`src/rtl/mc_ctrl_fsm.sv`:
```
// Main control FSM for the multicycle RV32I core: sequences fetch, decode, execute,
// memory and writeback over a shared ready/valid memory, with trap and bus-timeout paths.
module mc_ctrl_fsm #(
  parameter int unsigned MEM_TIMEOUT     = 16,
  parameter int unsigned TO_W            = 5,
  parameter bit          TRAP_ON_ILLEGAL = 1'b1
) (
  input  logic       clk,
  input  logic       rst,
  input  logic [6:0] opcode,
  input  logic [2:0] funct3,
  input  logic [6:0] funct7,
  input  logic       zero,
  input  logic       lt,
  input  logic       ltu,
  input  logic       mem_ready,
  output logic       mem_req,
  output logic       PCWrite,
  output logic       AdrSrc,
  output logic       MemWrite,
  output logic       IRWrite,
  output logic [1:0] ResultSrc,
  output logic [1:0] ALUSrcA,
  output logic [1:0] ALUSrcB,
  output logic       RegWrite,
  output logic [1:0] alu_op,
  output logic [1:0] mem_size,
  output logic       mem_unsigned,
  output logic       trap,
  output logic [1:0] trap_cause,
  output logic       fault
);

  typedef enum logic [3:0] {
    S_FETCH, S_DECODE, S_EXEC_R, S_EXEC_I, S_LUI, S_AUIPC, S_ALU_WB, S_JALR_ADDR,
    S_JAL, S_BRANCH, S_MEM_ADDR, S_MEM_READ, S_MEM_WRITE, S_MEM_WB, S_FAULT, S_TRAP
  } state_e;

  localparam logic [6:0] OP_R      = 7'b0110011;
  localparam logic [6:0] OP_IMM    = 7'b0010011;
  localparam logic [6:0] OP_LOAD   = 7'b0000011;
  localparam logic [6:0] OP_STORE  = 7'b0100011;
  localparam logic [6:0] OP_BRANCH = 7'b1100011;
  localparam logic [6:0] OP_JAL    = 7'b1101111;
  localparam logic [6:0] OP_JALR   = 7'b1100111;
  localparam logic [6:0] OP_LUI    = 7'b0110111;
  localparam logic [6:0] OP_AUIPC  = 7'b0010111;
  localparam logic [6:0] OP_FENCE  = 7'b0001111;
  localparam logic [6:0] OP_SYSTEM = 7'b1110011;

  localparam logic [TO_W-1:0] TO_LAST = TO_W'((MEM_TIMEOUT == 0) ? 0 : MEM_TIMEOUT - 1);

  state_e          state_q, state_d;
  logic [TO_W-1:0] cnt_q, cnt_d;
  logic [1:0]      cause_q, cause_d;

  state_e     dec_state;
  logic [1:0] dec_cause;
  logic       taken;
  logic       mem_wait;
  logic       timeout_hit;

  // funct7 is consumed by the ALU decoder, not by the sequencer
  logic unused_funct7;
  assign unused_funct7 = ^funct7;

  always_ff @(posedge clk or negedge rst) begin
    if (!rst) begin
      state_q <= S_FETCH;
      cnt_q   <= '0;
      cause_q <= '0;
    end else begin
      state_q <= state_d;
      cnt_q   <= cnt_d;
      cause_q <= cause_d;
    end
  end

  always_comb begin
    dec_state = S_TRAP;
    dec_cause = 2'b00;
    case (opcode)
      OP_R:      dec_state = S_EXEC_R;
      OP_IMM:    dec_state = S_EXEC_I;
      OP_LOAD:   if (funct3 inside {3'b000, 3'b001, 3'b010, 3'b100, 3'b101}) dec_state = S_MEM_ADDR;
                 else dec_cause = 2'b01;
      OP_STORE:  if (funct3 inside {3'b000, 3'b001, 3'b010}) dec_state = S_MEM_ADDR;
                 else dec_cause = 2'b01;
      OP_BRANCH: if (!(funct3 inside {3'b010, 3'b011})) dec_state = S_BRANCH;
                 else dec_cause = 2'b01;
      OP_JAL:    dec_state = S_JAL;
      OP_JALR:   dec_state = S_JALR_ADDR;
      OP_LUI:    dec_state = S_LUI;
      OP_AUIPC:  dec_state = S_AUIPC;
      OP_FENCE:  dec_state = S_FETCH;
      OP_SYSTEM: dec_cause = 2'b10;
      default:   dec_cause = 2'b00;
    endcase
  end

  always_comb begin
    taken = 1'b0;
    case (funct3)
      3'b000:  taken = zero;
      3'b001:  taken = !zero;
      3'b100:  taken = lt;
      3'b101:  taken = !lt;
      3'b110:  taken = ltu;
      3'b111:  taken = !ltu;
      default: taken = 1'b0;
    endcase
  end

  assign mem_wait    = (state_q == S_FETCH) || (state_q == S_MEM_READ) || (state_q == S_MEM_WRITE);
  assign timeout_hit = (MEM_TIMEOUT != 0) && mem_wait && !mem_ready && (cnt_q == TO_LAST);

  always_comb begin
    state_d = state_q;
    cause_d = cause_q;
    case (state_q)
      S_FETCH:     if (mem_ready) state_d = S_DECODE;
      S_DECODE: begin
        if (dec_state != S_TRAP) begin
          state_d = dec_state;
        end else if (TRAP_ON_ILLEGAL) begin
          state_d = S_TRAP;
          cause_d = dec_cause;
        end else begin
          state_d = S_FETCH;
        end
      end
      S_EXEC_R, S_EXEC_I, S_LUI, S_AUIPC: state_d = S_ALU_WB;
      S_ALU_WB:    state_d = S_FETCH;
      S_JALR_ADDR: state_d = S_JAL;
      S_JAL:       state_d = S_ALU_WB;
      S_BRANCH:    state_d = S_FETCH;
      S_MEM_ADDR:  state_d = (opcode == OP_STORE) ? S_MEM_WRITE : S_MEM_READ;
      S_MEM_READ:  if (mem_ready) state_d = S_MEM_WB;
      S_MEM_WRITE: if (mem_ready) state_d = S_FETCH;
      S_MEM_WB:    state_d = S_FETCH;
      S_FAULT:     state_d = S_FAULT;
      S_TRAP:      state_d = S_FETCH;
      default:     state_d = S_FETCH;
    endcase
    if (timeout_hit) state_d = S_FAULT;
  end

  // Counter restarts on every state change so each wait state gets a full budget
  always_comb begin
    cnt_d = cnt_q;
    if ((state_d != state_q) || !mem_wait) cnt_d = '0;
    else if (!mem_ready)                   cnt_d = cnt_q + TO_W'(1);
  end

  // Outputs are forced low while rst is held so no enable leaks during an async reset
  always_comb begin
    mem_req      = 1'b0;
    PCWrite      = 1'b0;
    AdrSrc       = 1'b0;
    MemWrite     = 1'b0;
    IRWrite      = 1'b0;
    ResultSrc    = 2'b00;
    ALUSrcA      = 2'b00;
    ALUSrcB      = 2'b00;
    RegWrite     = 1'b0;
    alu_op       = 2'b00;
    mem_size     = 2'b00;
    mem_unsigned = 1'b0;
    trap         = 1'b0;
    trap_cause   = 2'b00;
    fault        = 1'b0;
    if (rst) begin
      trap_cause = (state_q == S_FAULT) ? 2'b00 : cause_q;
      case (state_q)
        S_FETCH: begin
          mem_req   = 1'b1;
          ALUSrcB   = 2'b10;
          ResultSrc = 2'b10;
          IRWrite   = mem_ready;
          PCWrite   = mem_ready;
        end
        S_DECODE: begin
          ALUSrcA = 2'b01;
          ALUSrcB = 2'b01;
        end
        S_EXEC_R: begin
          ALUSrcA = 2'b10;
          alu_op  = 2'b10;
        end
        S_EXEC_I: begin
          ALUSrcA = 2'b10;
          ALUSrcB = 2'b01;
          alu_op  = 2'b10;
        end
        S_LUI: begin
          ALUSrcB = 2'b01;
          alu_op  = 2'b10;
        end
        S_AUIPC: begin
          ALUSrcA = 2'b01;
          ALUSrcB = 2'b01;
          alu_op  = 2'b10;
        end
        S_ALU_WB:    RegWrite = 1'b1;
        S_JALR_ADDR: begin
          ALUSrcA = 2'b10;
          ALUSrcB = 2'b01;
        end
        S_JAL: begin
          PCWrite = 1'b1;
          ALUSrcA = 2'b01;
          ALUSrcB = 2'b10;
        end
        S_BRANCH: begin
          ALUSrcA = 2'b10;
          alu_op  = 2'b01;
          PCWrite = taken;
        end
        S_MEM_ADDR: begin
          ALUSrcA = 2'b10;
          ALUSrcB = 2'b01;
        end
        S_MEM_READ, S_MEM_WRITE: begin
          mem_req      = 1'b1;
          AdrSrc       = 1'b1;
          MemWrite     = (state_q == S_MEM_WRITE);
          mem_size     = funct3[1:0];
          mem_unsigned = funct3[2];
        end
        S_MEM_WB: begin
          ResultSrc    = 2'b01;
          RegWrite     = 1'b1;
          mem_size     = funct3[1:0];
          mem_unsigned = funct3[2];
        end
        S_FAULT: fault = 1'b1;
        S_TRAP: begin
          PCWrite   = 1'b1;
          ResultSrc = 2'b11;
          trap      = 1'b1;
        end
        default: ;
      endcase
    end
  end

endmodule

```
`config.mk`:
```
export PLATFORM = sky130hd
export DESIGN_NAME = mc_ctrl_fsm
export DESIGN_NICKNAME = d
export VERILOG_FILES = /design/src/rtl/mc_ctrl_fsm.sv
export SDC_FILE = /design/constraint.sdc
export NUM_CORES = 1
export LEC_CHECK = 0
export BUFFER_PORTS_ARGS = -buffer_cell sky130_fd_sc_hd__buf_2
export CELL_PAD_IN_SITES_DETAIL_PLACEMENT = 1
export CELL_PAD_IN_SITES_GLOBAL_PLACEMENT = 2
export CORE_ASPECT_RATIO = 0.6
export CORE_MARGIN = 1.5
export CORE_UTILIZATION = 27
export DETAILED_ROUTE_END_ITERATION = 8
export PLACE_DENSITY = 0.86
export SLEW_MARGIN = 10
export SYNTH_ARGS = -nofsm -noshare
export SYNTH_HDL_FRONTEND = slang
export SYNTH_SLANG_ARGS = --single-unit
```
`constraint.sdc`:
```
create_clock -name clk -period 2.3 [get_ports clk]
set_input_delay 0 -clock clk [delete_from_list [all_inputs] [get_ports clk]]
set_output_delay 0 -clock clk [all_outputs]
set_load 0.1 [all_outputs]
```
# ---- Word-level counts from Yosys, hierarchy flattened
# Index checks and enable logic that the tools add are counted.
dict set report totals {
  regBits 11
  in_bits 23
  out_inout_bits 21
  elab_cells 118
}
dict set report op_classes {
  add_sub_neg 1
  n_eq_ne 37
  muxes 48
  bitwise_logic 1
  reduce_logical 28
}
# op n
set op_table {}
lappend op_table {{one-hot mux 4 bit (10 select lines)} 1}
lappend op_table {{one-hot mux 4 bit (9 select lines)} 1}
lappend op_table {{equality test 4 bit, second input constant} 8}
lappend op_table {{equality test 7 bit, second input constant} 4}
lappend op_table {{equality test 7 x 6 -> 1 bit, second input constant} 3}
lappend op_table {{two-way mux 1 bit} 20}
lappend op_table {{two-way mux 4 bit} 5}
lappend op_table {{equality test 4 x 3 -> 1 bit, second input constant} 4}
lappend op_table {{two-way mux 2 bit} 8}
lappend op_table {{equality test 7 x 5 -> 1 bit, second input constant} 2}
lappend op_table {{equality test 3 bit, second input constant} 4}
lappend op_table {{two-way mux 3 bit} 4}
lappend op_table {{one-hot mux 2 bit (2 select lines)} 3}
lappend op_table {{two-way mux 5 bit} 2}
lappend op_table {{OR reduction 5 bit} 2}
lappend op_table {{OR reduction 3 bit} 3}
lappend op_table {{equality test 4 x 2 -> 1 bit, second input constant} 2}
lappend op_table {{one-hot mux 2 bit (4 select lines)} 1}
lappend op_table {{OR reduction 2 bit} 4}
lappend op_table {{OR reduction 4 bit} 2}
lappend op_table {{equality test 7 x 2 -> 1 bit, second input constant} 1}
lappend op_table {{equality test 7 x 4 -> 1 bit, second input constant} 1}
lappend op_table {{equality test 3 x 2 -> 1 bit, second input constant} 2}
lappend op_table {{one-hot mux 1 bit (6 select lines)} 1}
lappend op_table {{20 further kinds} 27}

# ---- Depth between registers and ports, before layout
# Gate-level depths: netlist of the first run.
dict set report logic_depth {
  word_depth 11
  depth_mapped 8
  mapped_depth_nobuf 8
}

# ---- Worst setup path before layout of the first run
# OpenSTA, ideal clock, no wires.
dict set report synth_timing {
  kind {flip-flop to output port}
  start {reg state_q[2]}
  end {out IRWrite}
  t_arrival_ns 3.728
  t_required_ns 2.300
  setup_slack_ns -1.428
  stages_incl_launch_ff 4
  n_path_buf 2
  cell_sequence {dfrtp_1 -> clkbuf_1 -> clkbuf_1 -> nor4_1}
}
dict set report synth_between {
  elab_chain_cells 3
}
# element line
set synth_rtl {}
lappend synth_rtl {{from (decl)} 53} ;# state_e state_q, state_d;
lappend synth_rtl {{from (signal assigned)} 73} ;# state_q <= state_d;
lappend synth_rtl {{logical NOT 4 bit} 174} ;# case (state_q)
lappend synth_rtl {{two-way mux 1 bit} 174}
lappend synth_rtl {{two-way mux 1 bit} 172} ;# if (rst) begin
lappend synth_rtl {{to (decl)} 21} ;# output logic IRWrite,
# No other way between the ends.

# ---- Final worst setup path of the first run
dict set report layout_timing {
  start {reg cnt_q[0]}
  end {reg cnt_q[0]}
}
dict set report layout_between {
  elab_chain_cells 6
  word_cells_on_any_way 9
  cone_classes {add/sub (1); eq/ne (3); mux (3); reduce/logical (2)}
}
# element line
set layout_rtl {}
lappend layout_rtl {{from (decl)} 54} ;# logic [TO_W-1:0] cnt_q, cnt_d;
lappend layout_rtl {{from (signal assigned)} 74} ;# cnt_q <= cnt_d;
lappend layout_rtl {{equality test 5 x 4 -> 1 bit} 115} ;# assign timeout_hit = (MEM_TIMEOUT != 0) && mem_wait && !mem_ready && (cnt_q == TO_LAST);
lappend layout_rtl {{logical AND 1 bit} 115}
lappend layout_rtl {{two-way mux 4 bit} 145} ;# if (timeout_hit) state_d = S_FAULT;
lappend layout_rtl {{inequality test 4 bit} 151} ;# if ((state_d != state_q) || !mem_wait) cnt_d = '0;
lappend layout_rtl {{logical OR 1 bit} 151}
lappend layout_rtl {{inequality test 2 x 1 -> 1 bit (no line) or two-way mux 5 bit (tied branches)} -}
# Several ways; a longest one is shown, not always the timed one. The select of a mux whose other input is x is not followed.
# A chain may end at the register's enable or synchronous reset.

==> reports/qor.csv, run 1 <==
metric,value,unit
fp.dieW,92.9,um
rows,19,
synthTopCellsByCount,"nor2_1 (18), nand2_1 (17), nor3_1 (12)",
syn-num-nets,207,
ys_types,51,
seq_area,275,um^2
worstMarginPinSlew,0.552,ns
io-pin-count,44,
via_per_inst,5.19,
seq_area_frac_synth,21.0,%
firstDrtPassIters,4,
vdd_ir_drop_max,261,uV
clock.fmax,465,MHz
outcome,finished clean,
die_h,56.9,um
cts_max_level,1,
powerDensity,1200,nW/um^2
startpoint_type,register,
utilization,36.8,%
hpwl,3390,um
postRouteAntennaNets,0,
antennaDiodeCount,0,
async_flop_share,100,%
drc_errors,0,
worst-endpoint-arrival,2.26,ns
grt_max_degree,17,
synth_area_leaders,"dfrtp_1 (21%), nor2_1 (5.2%), nand2_1 (4.9%)",
grt_pass1_wl,7100,um
synth_most_common_cell,nor2_1,
hold_path.class,primary input to async pin,
power,2.03,mW
finalSetupViolations,0,
first_iter_violations,100,
period_needed,2.15,ns
cts_sinks,11,
cp.required,2.41,ns
grt_pass1_vias,1372,
setup_tns,0,ns
grt_setup_unrepaired,false,
wl_per_cell,15.1,um
numCtsBuffers,3,
drt-total-wl,4280,um
syn_avg_cell_area,7.19,um^2
core,4610,um^2
clock_skew,0.00196,ns
syn_inst,182,
final_layout_size_suffix_gt1_share,31.8,%
yosys.area.top_type_share,21.0,%
final_hold_viol_count,0,
clk_latency,0.24,ns
finalMaxSlewViolations,0,
crit_path_end_kind,register,
path_class,register to register,
ys_warn_count,0,
clock-root-buffer,clkbuf_8,
cts_tree,built,
multiInputGateArea,1010,um^2
max_slew_margin,63.2,%
synth_top_cell_by_area,dfrtp_1,
critPathMaxFanout,5,
gp_congestion,0.781,
grt_antenna_before_repair,0,
ys_ff_latch,11,
area_delta_synth_final,29.6,%
grtUsageTotal,16.8,%
grt_overflow,0,
maxCapViolCount,0,
cellLeakagePower,0.755,nW
numPortBuffers,36,
clk_pin_slew,0.05,ns
vias,1469,
synth_edf_count,0,
fillCellCount,582,
nets,246,
syn_area,1310,um^2
synth_flop_cell,dfrtp_1,
start_util,28.4,%
die-area,5290,um^2
min_period_over_period,93.5,%
cts_buffer_depth,2,
[critical path, stage by stage, from the launching register on]
cell and delay (ns):
dfrtp_1 0.40, ha_1 0.22, and3_1 0.19, ha_1 0.21
nor2b_1 0.16, o31ai_2 0.29, a31oi_1 0.08, o31ai_2 0.23
buf_4 0.18, nor3_1 0.05
[sequential cells by signal (all words and copies together), names as in the netlist]
name / cells
cnt_q: 5
state_q: 4
cause_q: 2
[layout make-up]
class / count / share of cell area, %
Multi-Input combinational cell: 151 / 59.3
Tap cell: 63 / 4.65
Clock buffer: 4 / 2.65
Timing Repair Buffer: 47 / 15.6
Sequential cell: 11 / 16.2
Inverter: 7 / 1.55
[metrics by stage]
stage,std cells,hold slack [ns],worst slack (ns),area (um^2)
global route,283,0.164,0.00329,1700
global placement,278,-0.142,0.108,1620
detailed placement,278,-0.142,0.0712,1620
finish,283,0.137,0.148,1700
floorplan,182,-0.296,-0.253,1350
CTS,283,0.127,0.0518,1680
[cell usage in the layout (no fill, tap or decap), drive strengths merged, types with 2 or more instances in the layout]
master,instances
buf,46
nor2,18
nand2,17
nor3,12
o21ai,11
dfrtp,11
a21oi,11
inv,7
nand2b,6
nor2b,6
xor2,5
nand3,5
a31oi,5
and3,4
and2,4
clkbuf,4
nand4,3
o22ai,3
or3,3
a211oi,3
o41ai,2
a21o,2
o211ai,2
o31ai,2
nor3b,2
o21a,2
mux2i,2
ha,2
nor4,2
o32ai,2
[kinds of logic (layout without fill, tap and decap cells)]
family / Yosys count / count (layout) / share of synthesized area [%]
AND/OR/NAND/NOR: 88 / 88 / 36.3
buffers and inverters: 20 / 58 / 6.88
AO/OA/AOI/OAI: 52 / 52 / 27.4
flip-flops: 11 / 11 / 21.0
adder cells (fa/ha/maj): 2 / 2 / 1.91
XOR/XNOR: 6 / 6 / 4.02
multiplexers: 3 / 3 / 2.39
[worst paths after layout]
| check | start | end | slack (ns) | cells after the start |
|---|---|---|---|---|
| worst min register to register | cause_q[1] | cause_q[1] | 0.52 | 1 |
| worst min-delay path | rst | state_q[2] | 0.14 | 2 |
| worst max-delay path | cnt_q[0] | cnt_q[0] | 0.15 | 9 |
| max in group asynchronous | rst | cnt_q[3] | 1.76 | 3 |
| worst max register to register | cnt_q[0] | cnt_q[0] | 0.15 | 9 |
| min in group clk | mem_ready | cnt_q[4] | 0.20 | 3 |
[power by group]
group          internal, mW  total (mW)  leakage (nW)  switching, mW
sequential            0.233       0.364         0.146          0.131
combinational         0.425        1.47         0.586           1.05
clock                 0.122       0.195        0.0228         0.0735
[per-layer routing]
layer / up-vias / share of wire, % / track usage, % / wire, um
li1: 745 / - / - / -
met1: 691 / 58 / 27.9 / 2480
met2: 30 / 38 / 21.9 / 1640
met3: 3 / 2.8 / 1.73 / 121
met4: 0 / 1.0 / 5.19 / 43
met5: - / 0 / 0 / 0
[what timing repair did]
item,4_1_cts,5_1_grt
resized for setup,0,3
setup endpoints to repair,0,5
hold buffers,1,0
buffers inserted,0,0
hold endpoints to repair,11,0
(Power assumes the default switching activity.)
==> run 2: changes to the inputs <==
Settings changed: REMOVE_ABC_BUFFERS from default to 1.
==> reports/qor.csv, run 2 (synthesis results as in run 1) <==
metric,value,unit
outcome,finished clean,
seq_area,275,um^2
clk_latency,0.25,ns
firstDrtPassIters,4,
min_period_over_period,94.5,%
finalMaxSlewViolations,0,
placed_area,1610,um^2
nets,245,
final_hold_viol_count,0,
finalSetupViolations,0,
clock_skew,0.00611,ns
ff2ff_setup_slack,0.17,ns
hold_path.class,primary input to async pin,
grt_max_degree,17,
fillCellCount,604,
startpoint_type,register,
final_layout_size_suffix_gt1_share,25.6,%
rr_worst_depth,9,
core,4610,um^2
maxCapViolCount,0,
grt_overflow,0,
grt_pass1_vias,1433,
critical_path.cell_chain,nor2b_1 > nand2_1 > a21oi_1 > buf_2,
r2r-end,cnt_q[1],
hpwl,3480,um
numPortBuffers,36,
power_frac_seq,17.3,%
cp.required,2.30,ns
clock-root-buffer,clkbuf_8,
worstSetupEndpoint,ALUSrcB[0],
gp_congestion,0.818,
cts_tree,built,
io-pin-count,44,
drt-total-wl,4360,um
largestRegisters,"cnt_q (5), state_q (4), cause_q (2)",
fin_area,1680,um^2
vdd_ir_drop_max,623,uV
path_class,register to primary output,
clk_pin_slew,0.06,ns
cellLeakagePower,0.752,nW
power,2.03,mW
multiInputGateArea,956,um^2
clock.fmax,460,MHz
startpoint,state_q[3],
p_comb_share,72.4,%
rows,19,
cts_sinks,11,
cts_buffer_depth,2,
die_h,56.9,um
final_cell_mix,"buf_2 (33), nor2_1 (18), nand2_1 (17)",
crit_path_end_kind,primary output,
top_register,cnt_q,
area_delta_synth_final,28.7,%
numCtsBuffers,3,
wl_per_cell,15.5,um
via_per_inst,5.29,
antennaDiodeCount,0,
largest_register_ffs,5,
slowest_delay,0.55,ns
p_int,0.778,mW
grtUsageTotal,16.8,%
p_sw_share,61.6,%
layout_commonest_cell,buf_2,
period_needed,2.17,ns
critPathMaxFanout,10,
worstMarginPinSlew,0.533,ns
crit_path_top_delay_cell,dfrtp_1,
powerDensity,1200,nW/um^2
grt_pass1_wl,7100,um
worst-endpoint-arrival,2.17,ns
r2r-start,cnt_q[0],
max_slew_margin,64.0,%
first_iter_violations,65,
fp.dieW,92.9,um
drc_errors,0,
grt_setup_unrepaired,false,
utilization,36.5,%
postRouteAntennaNets,0,
grt_antenna_before_repair,0,
die-area,5290,um^2
cts_max_level,1,
p_clk_share,10.3,%
vias,1493,
start_util,28.4,%
power.net_switching,1.25,mW
==> run 2: power groups by stage <==
stage	logic [mW]	registers, mW	clock network [mW]
6_report	1.47	0.351	0.208
5_1_grt	1.56	0.360	0.223
3_5_place_dp	1.44	0.349	0
2_1_floorplan	1.02	0.368	0
4_1_cts	1.45	0.346	0.212
3_3_place_gp	1.42	0.349	0
==> run 2: timing repair <==
item / 4_1_cts / 5_1_grt
hold endpoints to repair: 11 / 0
setup endpoints to repair: 0 / 5
resized for setup: 0 / 3
hold buffers: 1 / 0
setup buffers: 0 / 1
==> run 2: how the worst min path moves through the flow <==
| stage | from | endpoint | slack (ns) | cells after the start |
|---|---|---|---|---|
| detailed placement | rst | cnt_q[4] | -0.14 | 1 |
| global placement | rst | cnt_q[4] | -0.15 | 1 |
| global route | rst | cnt_q[4] | 0.15 | 2 |
| finish | rst | cnt_q[4] | 0.13 | 2 |
| CTS | rst | cnt_q[4] | 0.13 | 2 |
| floorplan | rst | cause_q[0] | -0.30 | 0 |
==> run 2: routing by layer <==
metal  routed length, um  track usage [%]  vias up  share of wire, %
met5                   0                0        -                 0
met4                   8             1.30        0              0.18
met3                 238             3.33        2               5.5
met2                1610             23.7       49                37
met1                2500             27.1      697                57
li1                    -                -      745                 -
==> run 2: worst max-delay path, delay by kind of cell, from the launching register on <==
family / cells / cell delay [ns]
buffers and inverters: 1 / 0.45
flip-flops: 1 / 0.55
AND/OR/NAND/NOR: 2 / 0.71
AO/OA/AOI/OAI: 1 / 0.22
==> run 2: final cells by class <==
cell class	count	share of cell area (%)
multi-input cells	151	56.8
clock buffers	4	2.67
repair buffers	46	18.0
well taps	63	4.68
flip-flops and latches	11	16.3
inverters	7	1.56
==> run 2: metrics by stage <==
step | cells | setup TNS [ns] | hold WS [ns] | setup WS [ns]
after CTS | 281 | 0 | 0.132 | 0.0282
after detailed placement | 276 | 0 | -0.143 | 0.0469
after floorplan | 169 | -4.61 | -0.296 | -1.46
after global routing | 282 | 0 | 0.153 | 0.00936
after global placement | 276 | 0 | -0.147 | 0.155
final | 282 | 0 | 0.127 | 0.127
==> run 3: changes to the inputs <==
Settings changed: CELL_PAD_IN_SITES_DETAIL_PLACEMENT 1 to 0, CELL_PAD_IN_SITES_GLOBAL_PLACEMENT 2 to 1, CORE_UTILIZATION 27 to 35.
==> reports/qor.csv, run 3 (synthesis results as in run 1) <==
metric,value,unit
outcome,finished clean,
nets,246,
cellLeakagePower,0.752,nW
fp.dieW,81.9,um
numCtsBuffers,3,
seq_area,275,um^2
multiInputGateArea,956,um^2
hold_path.class,primary input to async pin,
final_hold_viol_count,0,
core,3400,um^2
die-area,4130,um^2
cp.required,2.41,ns
grt_antenna_before_repair,0,
cts_sinks,11,
layout_commonest_cell,buf_2,
crit_path_end_kind,register,
period_needed,2.18,ns
setup_ws,0.118,ns
rows,16,
powerDensity,1210,nW/um^2
critPathMaxFanout,6,
vias,1502,
vdd_ir_drop_max,1020,uV
clock_skew,0.00116,ns
clock.fmax,458,MHz
worst-endpoint-arrival,2.29,ns
gp_congestion,0.859,
start_util,38.5,%
firstDrtPassIters,4,
finalMaxSlewViolations,0,
grt_overflow,0,
io-pin-count,44,
drc_errors,0,
worstMarginPinSlew,0.490,ns
cts_max_level,1,
clk_latency,0.24,ns
area_delta_synth_final,24.2,%
path_class,register to register,
antennaDiodeCount,0,
numPortBuffers,36,
cts_buffer_depth,2,
largest_register_ffs,5,
top_register,cnt_q,
grt_pass1_wl,6040,um
final_layout_size_suffix_gt1_share,26.4,%
drt-total-wl,3720,um
utilization,47.8,%
fillCellCount,355,
finalSetupViolations,0,
cts_tree,built,
wl_per_cell,14.0,um
grt_max_degree,15,
first_iter_violations,138,
clk_pin_slew,0.05,ns
largestRegisters,"cnt_q (5), state_q (4), cause_q (2)",
maxCapViolCount,0,
clock-root-buffer,clkbuf_8,
die_h,50.4,um
power,1.97,mW
startpoint_type,register,
via_per_inst,5.67,
max_slew_margin,67.5,%
final_cell_mix,"buf_2 (36), nor2_1 (18), nand2_1 (17)",
grt_pass1_vias,1298,
min_period_over_period,94.9,%
hpwl,2830,um
grtUsageTotal,18.5,%
pre_cts_ws,0.0580,ns
postRouteAntennaNets,0,
[run 3: cell count changes in the layout (fill, tap and decap cells not counted), sizes merged]
| cell | delta |
|---|---|
| clkinv | +1 |
| clkbuf | -1 |
| buf | +1 |
[run 3: layer usage]
layer	wire, um	global-route usage (%)
met5	0	0
met1	1860	29.9
met4	20	1.13
met2	1510	25.3
met3	329	4.00
[run 3: per-stage QoR]
stage	hold WS (ns)	instances	TNS, ns	area [um^2]
CTS	0.119	264	0	1610
global placement	-0.154	259	0	1550
detailed placement	-0.155	259	0	1550
floorplan	-0.296	169	-4.61	1240
global route	0.137	265	-0.0744	1630
finish	0.126	265	0	1630
[run 3: critical path, cell delays in order, from the launching register on]
cell	delay [ns]
dfrtp_1	0.40
ha_1	0.22
and3_1	0.18
ha_1	0.22
nor2b_4	0.17
o31ai_2	0.25
a31oi_1	0.07
o31ai_1	0.28
buf_4	0.20
nor3_1	0.06
[run 3: where the power goes]
group	total [mW]	internal (mW)	leakage [nW]	switching, mW
Sequential	0.334	0.233	0.146	0.101
Clock	0.198	0.119	0.0255	0.0789
Combinational	1.44	0.414	0.580	1.02
Total	1.97	0.767	0.752	1.20
[run 3: worst paths after layout]
path | from | end | slack, ns | cells past startpoint
setup / recovery | cnt_q[0] | cnt_q[3] | 0.12 | 9
hold / removal | rst | cnt_q[4] | 0.13 | 2
setup reg to reg | cnt_q[0] | cnt_q[3] | 0.12 | 9
hold reg to reg | cause_q[1] | cause_q[1] | 0.51 | 1
max in group asynchronous | rst | state_q[0] | 1.78 | 3
min in group clk | opcode[4] | cause_q[0] | 0.20 | 4
[run 3: area by class of cell]
type	count	area share [%]
flip-flops and latches	11	16.9
multi-input cells	151	58.8
inverters	7	1.62
clock inverters	1	0.308
clock buffers	3	2.54
repair buffers	47	16.3
well taps	45	3.46
[run 3: timing repair]
action	CTS	global route
endpoints found under the setup margin	0	5
endpoints found under the hold margin	11	0
hold buffers	1	0
resized for setup	0	3
setup buffers	0	1
